## src/rtl/axi_route_pkg.sv

```systemverilog
// Shared types and constants for the W-channel router: route entry and interconnect map.
// Imported by the route FIFO and the router top.
package axi_route_pkg;

  typedef struct packed {
    logic [1:0] mst;
    logic [2:0] slv;
    logic [3:0] len;
  } route_t;

  localparam int         NUM_SLV  = 6;
  localparam logic [2:0] SLV_SINK = 3'd7;
  localparam logic [1:0] MST_CPU  = 2'd1;
  localparam logic [1:0] MST_DMA  = 2'd2;

endpackage

```

## src/rtl/axi_route_fifo.sv

```systemverilog
// Synchronous FIFO of AW routes; push visible at head one cycle later.
// full/empty come from the registered count only, so a same-cycle pop never frees a slot for push.
module axi_route_fifo
  import axi_route_pkg::*;
#(
  parameter int DEPTH = 2
) (
  input  logic   clk,
  input  logic   rst,
  input  logic   push,
  input  route_t din,
  input  logic   pop,
  output logic   full,
  output logic   empty,
  output route_t head
);

  localparam int AW = $clog2(DEPTH);
  localparam logic [AW:0] FULL_CNT = (AW + 1)'(DEPTH);

  route_t         r_mem [DEPTH];
  logic [AW-1:0]  r_wptr;
  logic [AW-1:0]  r_rptr;
  logic [AW:0]    r_cnt;
  logic           w_push;
  logic           w_pop;

  assign full   = (r_cnt == FULL_CNT);
  assign empty  = (r_cnt == '0);
  assign w_push = push && !full;
  assign w_pop  = pop && !empty;
  assign head   = r_mem[r_rptr];

  always_ff @(posedge clk) begin
    if (w_push) begin
      r_mem[r_wptr] <= din;
    end
  end

  // Power-of-two depth lets the pointers wrap by natural overflow.
  always_ff @(posedge clk) begin
    if (!rst) begin
      r_wptr <= '0;
      r_rptr <= '0;
      r_cnt  <= '0;
    end else begin
      if (w_push) begin
        r_wptr <= r_wptr + AW'(1);
      end
      if (w_pop) begin
        r_rptr <= r_rptr + AW'(1);
      end
      if (w_push && !w_pop) begin
        r_cnt <= r_cnt + (AW + 1)'(1);
      end else if (!w_push && w_pop) begin
        r_cnt <= r_cnt - (AW + 1)'(1);
      end
    end
  end

endmodule

```

## src/rtl/axi_wdata_router.sv

```systemverilog
// Steers W beats of the granted master to the decoded slave (or an internal sink) per queued AW route.
// Zero-cycle data path; AW->W latency 1 cycle. AXI_WLAST_CHECK_EN: beat counter ends bursts and flags WLAST errors.
module axi_wdata_router
  import axi_route_pkg::*;
#(
  parameter int ROUTE_DEPTH = 2
) (
  input  logic               clk,
  input  logic               rst,
  input  logic               aw_push,
  input  logic [1:0]         aw_mst,
  input  logic [2:0]         aw_slv,
  input  logic [3:0]         aw_len,
  output logic               route_rdy,
  input  logic [31:0]        WDATA_M1,
  input  logic [3:0]         WSTRB_M1,
  input  logic               WLAST_M1,
  input  logic               WVALID_M1,
  output logic               WREADY_M1,
  input  logic [31:0]        WDATA_M2,
  input  logic [3:0]         WSTRB_M2,
  input  logic               WLAST_M2,
  input  logic               WVALID_M2,
  output logic               WREADY_M2,
  output logic [31:0]        WDATA_S,
  output logic [3:0]         WSTRB_S,
  output logic               WLAST_S,
  output logic [NUM_SLV-1:0] WVALID_S,
  input  logic [NUM_SLV-1:0] WREADY_S,
  output logic               werr
);

  route_t               w_head;
  route_t               w_din;
  logic                 w_full;
  logic                 w_empty;
  logic                 w_push;
  logic                 w_pop;
  logic                 w_sel1;
  logic                 w_sel2;
  logic [NUM_SLV-1:0]   w_oh;
  logic                 w_sink;
  logic                 w_rdy;
  logic [31:0]          w_mdat;
  logic [3:0]           w_mstrb;
  logic                 w_mlast;
  logic                 w_mvld;
  logic                 w_fire;
  logic                 w_last_s;
  logic                 w_chk_err;
  logic                 r_werr;

  // Illegal master codes never enter the queue.
  assign w_push = aw_push && ((aw_mst == MST_CPU) || (aw_mst == MST_DMA));
  assign w_din  = '{mst: aw_mst, slv: aw_slv, len: aw_len};

  axi_route_fifo #(
    .DEPTH (ROUTE_DEPTH)
  ) u_fifo (
    .clk   (clk),
    .rst   (rst),
    .push  (w_push),
    .din   (w_din),
    .pop   (w_pop),
    .full  (w_full),
    .empty (w_empty),
    .head  (w_head)
  );

  assign w_sel1 = !w_empty && (w_head.mst == MST_CPU);
  assign w_sel2 = !w_empty && (w_head.mst == MST_DMA);

  always_comb begin
    w_oh = '0;
    for (int i = 0; i < NUM_SLV; i++) begin
      if (w_head.slv == 3'(i)) begin
        w_oh[i] = 1'b1;
      end
    end
  end

  // Any slave code outside the map (decode error included) drains into the sink.
  assign w_sink = (w_oh == '0);
  assign w_rdy  = w_sink ? 1'b1 : |(w_oh & WREADY_S);

  always_comb begin
    w_mdat  = '0;
    w_mstrb = '0;
    w_mlast = 1'b0;
    w_mvld  = 1'b0;
    if (w_sel1) begin
      w_mdat  = WDATA_M1;
      w_mstrb = WSTRB_M1;
      w_mlast = WLAST_M1;
      w_mvld  = WVALID_M1;
    end else if (w_sel2) begin
      w_mdat  = WDATA_M2;
      w_mstrb = WSTRB_M2;
      w_mlast = WLAST_M2;
      w_mvld  = WVALID_M2;
    end
  end

  assign w_fire = w_mvld && w_rdy;

`ifdef AXI_WLAST_CHECK_EN
  logic [3:0] r_beat;
  logic       w_end;

  assign w_end     = (r_beat == w_head.len);
  assign w_last_s  = (w_sel1 || w_sel2) && w_end;
  assign w_pop     = w_fire && w_end;
  assign w_chk_err = w_fire && (w_mlast != w_end);

  always_ff @(posedge clk) begin
    if (!rst) begin
      r_beat <= '0;
    end else if (w_pop) begin
      r_beat <= '0;
    end else if (w_fire) begin
      r_beat <= r_beat + 4'd1;
    end
  end
`else
  assign w_last_s  = w_mlast;
  assign w_pop     = w_fire && w_mlast;
  assign w_chk_err = 1'b0;
`endif

  always_ff @(posedge clk) begin
    if (!rst) begin
      r_werr <= 1'b0;
    end else if ((aw_push && w_full) || w_chk_err) begin
      r_werr <= 1'b1;
    end
  end

  assign route_rdy = !w_full;
  assign WREADY_M1 = w_sel1 && w_rdy;
  assign WREADY_M2 = w_sel2 && w_rdy;
  assign WDATA_S   = w_mdat;
  assign WSTRB_S   = w_mstrb;
  assign WLAST_S   = w_last_s;
  assign WVALID_S  = w_oh & {NUM_SLV{w_mvld}};
  assign werr      = r_werr;

endmodule

```

## config.mk

```make
export PLATFORM = sky130hd
export DESIGN_NAME = axi_wdata_router
export DESIGN_NICKNAME = d
export VERILOG_FILES = /design/src/rtl/axi_route_pkg.sv /design/src/rtl/axi_route_fifo.sv /design/src/rtl/axi_wdata_router.sv
export SDC_FILE = /design/constraint.sdc
export NUM_CORES = 1
export LEC_CHECK = 0
export BUFFER_PORTS_ARGS = -buffer_cell sky130_fd_sc_hd__clkbuf_2
export CORE_MARGIN = 8
export CORE_UTILIZATION = 30
export CTS_CLUSTER_DIAMETER = 200
export CTS_CLUSTER_SIZE = 28
export DETAILED_ROUTE_END_ITERATION = 10
export PLACE_DENSITY_LB_ADDON = 0.25
export SLEW_MARGIN = 10
export SYNTH_ARGS = -nofsm -noshare
export SYNTH_HDL_FRONTEND = slang
export SYNTH_SLANG_ARGS = --single-unit
```

## constraint.sdc

```tcl
create_clock -name clk -period 2.1 [get_ports clk]
set_input_delay 0.21 -clock clk [delete_from_list [all_inputs] [get_ports clk]]
set_output_delay 0.21 -clock clk [all_outputs]
set_load 0.1 [all_outputs]
```

# [Word level (Yosys, flattened, before mapping)]
# Memories as Yosys holds them, arrays and structs flattened. A register that Yosys moved wholly into a read port is not among the register bits.
# Cells that the tools add are included.
# W data, S select, Z words.
[op_classes] bitwise=2 eq_ne=10 mux=21 reduce_logical=22 add_sub_neg=4
[ops] op="$mux W32" count=2
[ops] op="$mux W1" count=15
[ops] op="$and A6 B6 Y6" count=2
[ops] op="$logic_and A1 B1 Y1" count=12
[ops] op="$mux W4" count=2
[ops] op="$eq A2 B2 Y1 const B" count=3
[ops] op="$eq A3 B2 Y1 const B" count=2
[ops] op="$eq A3 B3 Y1 const B" count=2
[ops] op="$logic_not A6 Y1" count=1
[ops] op="$reduce_or A6 Y1" count=1
[ops] op="$eq A2 B1 Y1 const B" count=2
[ops] op="$logic_not A1 Y1" count=4
[ops] op="$mux W2" count=2
[ops] op="$eq A3 B1 Y1 const B" count=1
[ops] op="$logic_not A3 Y1" count=1
[ops] op="$add A1 B1 Y1 const B" count=2
[ops] op="$add A2 B1 Y2 const B" count=1
[ops] op="$logic_not A2 Y1" count=1
[ops] op="$reduce_bool A2 Y1" count=1
[ops] op="$sub A2 B1 Y2 const B" count=1
[ops] op="$logic_or A1 B1 Y1" count=1
[totals] word_cells=64 mem_bits_rw=18 mem_count=1 register_bits=5
[memory_table] name="u_fifo.r_mem" depth=2 width=9 rd=1 rd_ports_with_merged_regs=1 write_ports=1 line="axi_route_fifo.sv:21" text="route_t r_mem [DEPTH];"

# [Longest topological paths before layout]
[depth] ltp_word=11 ltp_mapped=9

# [Cells and area by module]
# A second synthesis with hierarchy kept.
[hier_totals] hier_cells=129 hier_area_um2=1555.2
[by_module_without_submodules] mod="axi_route_fifo" cells_per_inst=53 instances=1 seq_area_each_um2=640.6 area_per_inst_um2=880.8
[by_module_without_submodules] mod="axi_wdata_router" cells_per_inst=76 instances=1 seq_area_each_um2=20.0 area_per_inst_um2=674.4

# [Worst setup path after synthesis]
# No wires, ideal clock.
[synth_path] path_type="register to register" start="register with a tool-made name" end="register u_fifo.r_cnt[1]" n_path_buf=1 t_arrival_ns=3.408 slack_ns=-1.383 path_stages_with_launch=9 required_ns=2.024 path_cell_list="dfxtp_1 -> buf_6 -> and3b_2 -> o21ai_0 -> a21oi_1 -> o211ai_4 -> ha_1 -> or3_1 -> a21boi_0"
[synth_rtl] item="to (signal assigned)" line="axi_route_fifo.sv:54" text="r_cnt <= r_cnt + (AW + 1)'(1);"
[synth_rtl] item="to (signal assigned)" line="axi_route_fifo.sv:56" text="r_cnt <= r_cnt - (AW + 1)'(1);"
[synth_rtl] item="to (decl)" line="axi_route_fifo.sv:24" text="logic [AW:0] r_cnt;"

==> impl_summary.md <==
Clocking
Clock latency on the worst-skew pair, taken at its later pin, is 0.24 ns. The root buffer cell is clkbuf_8. Buffers inserted to repair hold after CTS numbered 0. Clock tree synthesis inserted a total of 3 buffers.

In this run the number of H-tree levels came out at 1. The tree built by TritonCTS fans out to 16 sinks. TritonCTS built the clock tree. Counting along the longest clock path gives a buffer depth of 2. The clock transition time at the flip-flop clock pins of the worst setup and hold paths is 0.06 ns.

Final layout
In the final design database the tool counted 375 nets. The number of non-filler instances in the completed layout is 329. The area overhead of the layout relative to synthesis is 167%. Measured on the finished design, the core utilization comes to 82.1%. The share of post-route cells with drive strength above 1 is 83.2%. The final-layout fill cell count is 224. The count of antenna diodes in the layout is 0.

Global route
The total routing resource utilization after global routing is 18.6%. Global routing finished with a remaining overflow of 0. The number of antenna violations at the first check in global routing is 0. The via count of the first global-routing pass is 1585.

The largest net degree at the start of global routing is 37. The wire length of the first global-routing pass is 9160 µm.

Floorplanning
The floorplan core area is 0.00397 mm². The full die area is 0.00636 mm². Once the floorplan was initialized, standard cells occupied 30.7% of the core. From bottom edge to top edge, the die measures 79.8 µm.

The total number of placement rows is 23. The die extent in x is 79.8 µm. Pin placement for this block handled 141 I/O pins.

Power
The net switching share of the total power is 46.5%. The clock network power share is 13.0%. Combinational logic burns 66.1% of the power. The worst IR drop on VDD is 0.000426 V. The share of total power in sequential cells is 20.9%.

The analysis attributes to net switching a power of 815 µW. The internal power summed over all cells is 939 µW. In this run the static leakage power is 1.50 nW. For this design the ratio of total power to cell area is 537 mW/mm².

Drt
The detailed router finished its first iteration with 50 violations. Dividing the detail-routed via count by the number of cells gives 4.96. The count of nets left with antenna violations once routing finished came out at 0. In the routed design, unresolved DRC markers number 0. The final wirelength is 7040 µm. The average detailed-routed wire length per instance is 21.4 µm. The first detailed-routing pass ran for 4 iterations. The number of vias after detailed routing is 1633.

STA
Setup slack on the critical path of the routed design comes to -0.0658 ns. The share of the clock period used by the worst path after layout is 103%. The worst pin sits at a relative slew slack of 63.9%. For the pin with the worst max-slew slack, the measured transition is 0.544 ns.

The max-slew violation count is 0. Setup violations remaining at the end of the flow were counted as 41. Timing would allow up to 462 MHz. The worst path in the final design needs a cycle of 2.17 ns, including I/O delays and setup.

Setup repair after global routing could not meet its margin everywhere. Across the routed clock network, the largest skew measured is 0.00164 ns. The number of hold violations in the final report was 0.

Worst setup path
The critical path ends at WREADY_M2. The reg2reg setup slack is -0.01 ns. The depth of the most critical reg-to-reg path is 7.

STA classifies the critical path endpoint as an output port. STA classifies the critical path startpoint as a register. The endpoint identified for the worst register-to-register timing path is u_fifo.r_cnt[1]. Along the worst path, the maximum fanout reaches 5.

The required time of the critical path is 1.89 ns. STA puts the critical path data arrival time at 1.96 ns. The worst setup path is of the reg -> out kind.

Logic synthesis
The library cell occupying the most area in the post-synthesis netlist is a22o_1. The synthesized design contains 16 register bits. The total standard cell area after synthesis is 0.00122 mm². The per-instance average area after synthesis is 10.0 µm². The synthesized netlist contains 30 unique library cells.

When the netlist entered floorplanning its net count stood at 217. Sorting the synthesized cells by area gives the leading types as a22o_1 26%, edfxtp_1 25%, dfxtp_1 9.8%. During synthesis, Yosys emitted a total of 0 warnings. The count of mapped cells out of synthesis is 122. The proportion of synthesized chip area in sequential cells is 34.5%. After synthesis, the largest area contributor takes up 25.8% of total cell area.

Min path
The tightest min-delay check is of the in -> reg type. The launch point of the worst hold path is aw_slv[0].

Status
The checks that failed: negative setup slack. The run finished, with violations left.

Placement
The final weighted congestion in routability-driven placement is 0.829. The estimated wirelength of the detail-placed design is 5380 µm. The number of placed cells counting well taps is 315.

The number of buffers added on ports is 136.

Job
The tool flagged a number of max-cap violations equal to 0.
flip-flops by register name (all words and copies together), names as in the netlist, named ones only:
name           cells
u_fifo.r_wptr      1
werr               1
u_fifo.r_rptr      1
u_fifo.r_cnt       2
u_fifo.r_mem      10
cell usage after synthesis (all sizes together):
master / n
o21a: 2
buf: 7
xor2: 2
o21ai: 5
ha: 1
nor3b: 3
a2bb2oi: 1
edfxtp: 10
nor3: 3
nand2b: 3
a22o: 36
mux2: 2
a21boi: 1
dfxtp: 6
or3: 1
and2: 1
o22ai: 2
nand2: 5
nor2: 14
nand3: 1
xnor2: 1
o211ai: 1
a21oi: 3
inv: 4
mux2i: 5
and3b: 2
kinds of logic after synthesis:
group / Yosys count / share of synthesized area [%]
adder cells (fa/ha/maj): 1 / 1.03
AND/OR/NAND/NOR: 33 / 15.2
XOR/XNOR: 3 / 2.15
AO/OA/AOI/OAI: 51 / 35.0
flip-flops: 16 / 34.5
multiplexers: 7 / 7.59
buffers and inverters: 11 / 4.62
worst max-delay path, stage by stage, from the launching register on:
cell,delay (ns)
dfxtp_4,0.40
mux2_4,0.34
mux2i_1,0.14
o22ai_2,0.23
buf_4,0.17
nor2_4,0.05
nor3_4,0.19
buf_12,0.20
power groups by stage:
stage               Clock, mW  Sequential, mW  Combinational (mW)
floorplan                   0           0.379               0.633
finish                  0.227           0.367                1.16
global route            0.245           0.369                1.20
detailed placement          0           0.373                1.06
CTS                     0.234           0.366                1.09
global placement            0           0.372                1.05
cell usage in the layout, fill, tap and decap left out, types with 3 or more instances in the layout:
master | netlist | layout
nor3b_4 | 0 | 3
inv_1 | 4 | 4
nor2_4 | 0 | 7
nor2_1 | 12 | 4
buf_12 | 0 | 48
a22o_4 | 0 | 15
nor2_2 | 2 | 3
dfxtp_1 | 6 | 5
clkbuf_2 | 0 | 91
edfxtp_1 | 10 | 10
buf_4 | 0 | 16
mux2i_1 | 4 | 4
nand2_1 | 5 | 3
o21ai_2 | 0 | 4
clkbuf_16 | 0 | 3
nor3_4 | 0 | 3
a22o_2 | 0 | 19
clkbuf_8 | 0 | 3
cell type report:
cell class              instances  area [µm²]  area share, %
multi-input cells              95        1080           33.1
clock buffers                   3        41.3           1.27
well taps                      50        62.6           1.92
flip-flops and latches         16         424           13.0
clock inverters                 1        3.75          0.115
repair buffers                160        1630           50.1
inverters                       4        15.0          0.460
layer usage:
layer	track usage [%]	vias up	share of wire [%]
met2	37.4	62	59
li1	-	794	-
met3	3.60	4	6.5
met5	0	-	0
met4	4.36	0	0.45
met1	18.8	773	34
per-stage QoR:
stage / cell area (µm²) / worst slack, ns / TNS [ns] / total power [mW] / hold slack (ns)
floorplan: 1370 / -0.257 / -1.11 / 1.01 / 0.309
global placement: 2880 / -0.0845 / -0.220 / 1.42 / 0.399
detailed placement: 2880 / -0.120 / -0.395 / 1.43 / 0.407
CTS: 3050 / -0.0711 / -0.273 / 1.69 / 0.148
global route: 3260 / -0.129 / -4.44 / 1.81 / 0.145
finish: 3260 / -0.0658 / -1.11 / 1.75 / 0.154
how the worst min path moves through the flow:
stage	end	slack (ns)	cells past startpoint
after detailed placement	u_fifo.r_mem[1][4]	0.41	1
after global routing	u_fifo.r_mem[1][6]	0.14	1
after CTS	u_fifo.r_mem[1][4]	0.15	1
after global placement	u_fifo.r_mem[0][4]	0.40	1
after floorplan	u_fifo.r_mem[0][4]	0.31	0
final	u_fifo.r_mem[1][4]	0.15	1
repair_timing:
item / CTS / global route
gates resized for setup: 18 / 17
cloned: 0 / 3
setup buffers: 5 / 2
setup endpoints to repair: 46 / 46
pin swaps: 12 / 1
Note: power is estimated with default switching activity, not from simulation.
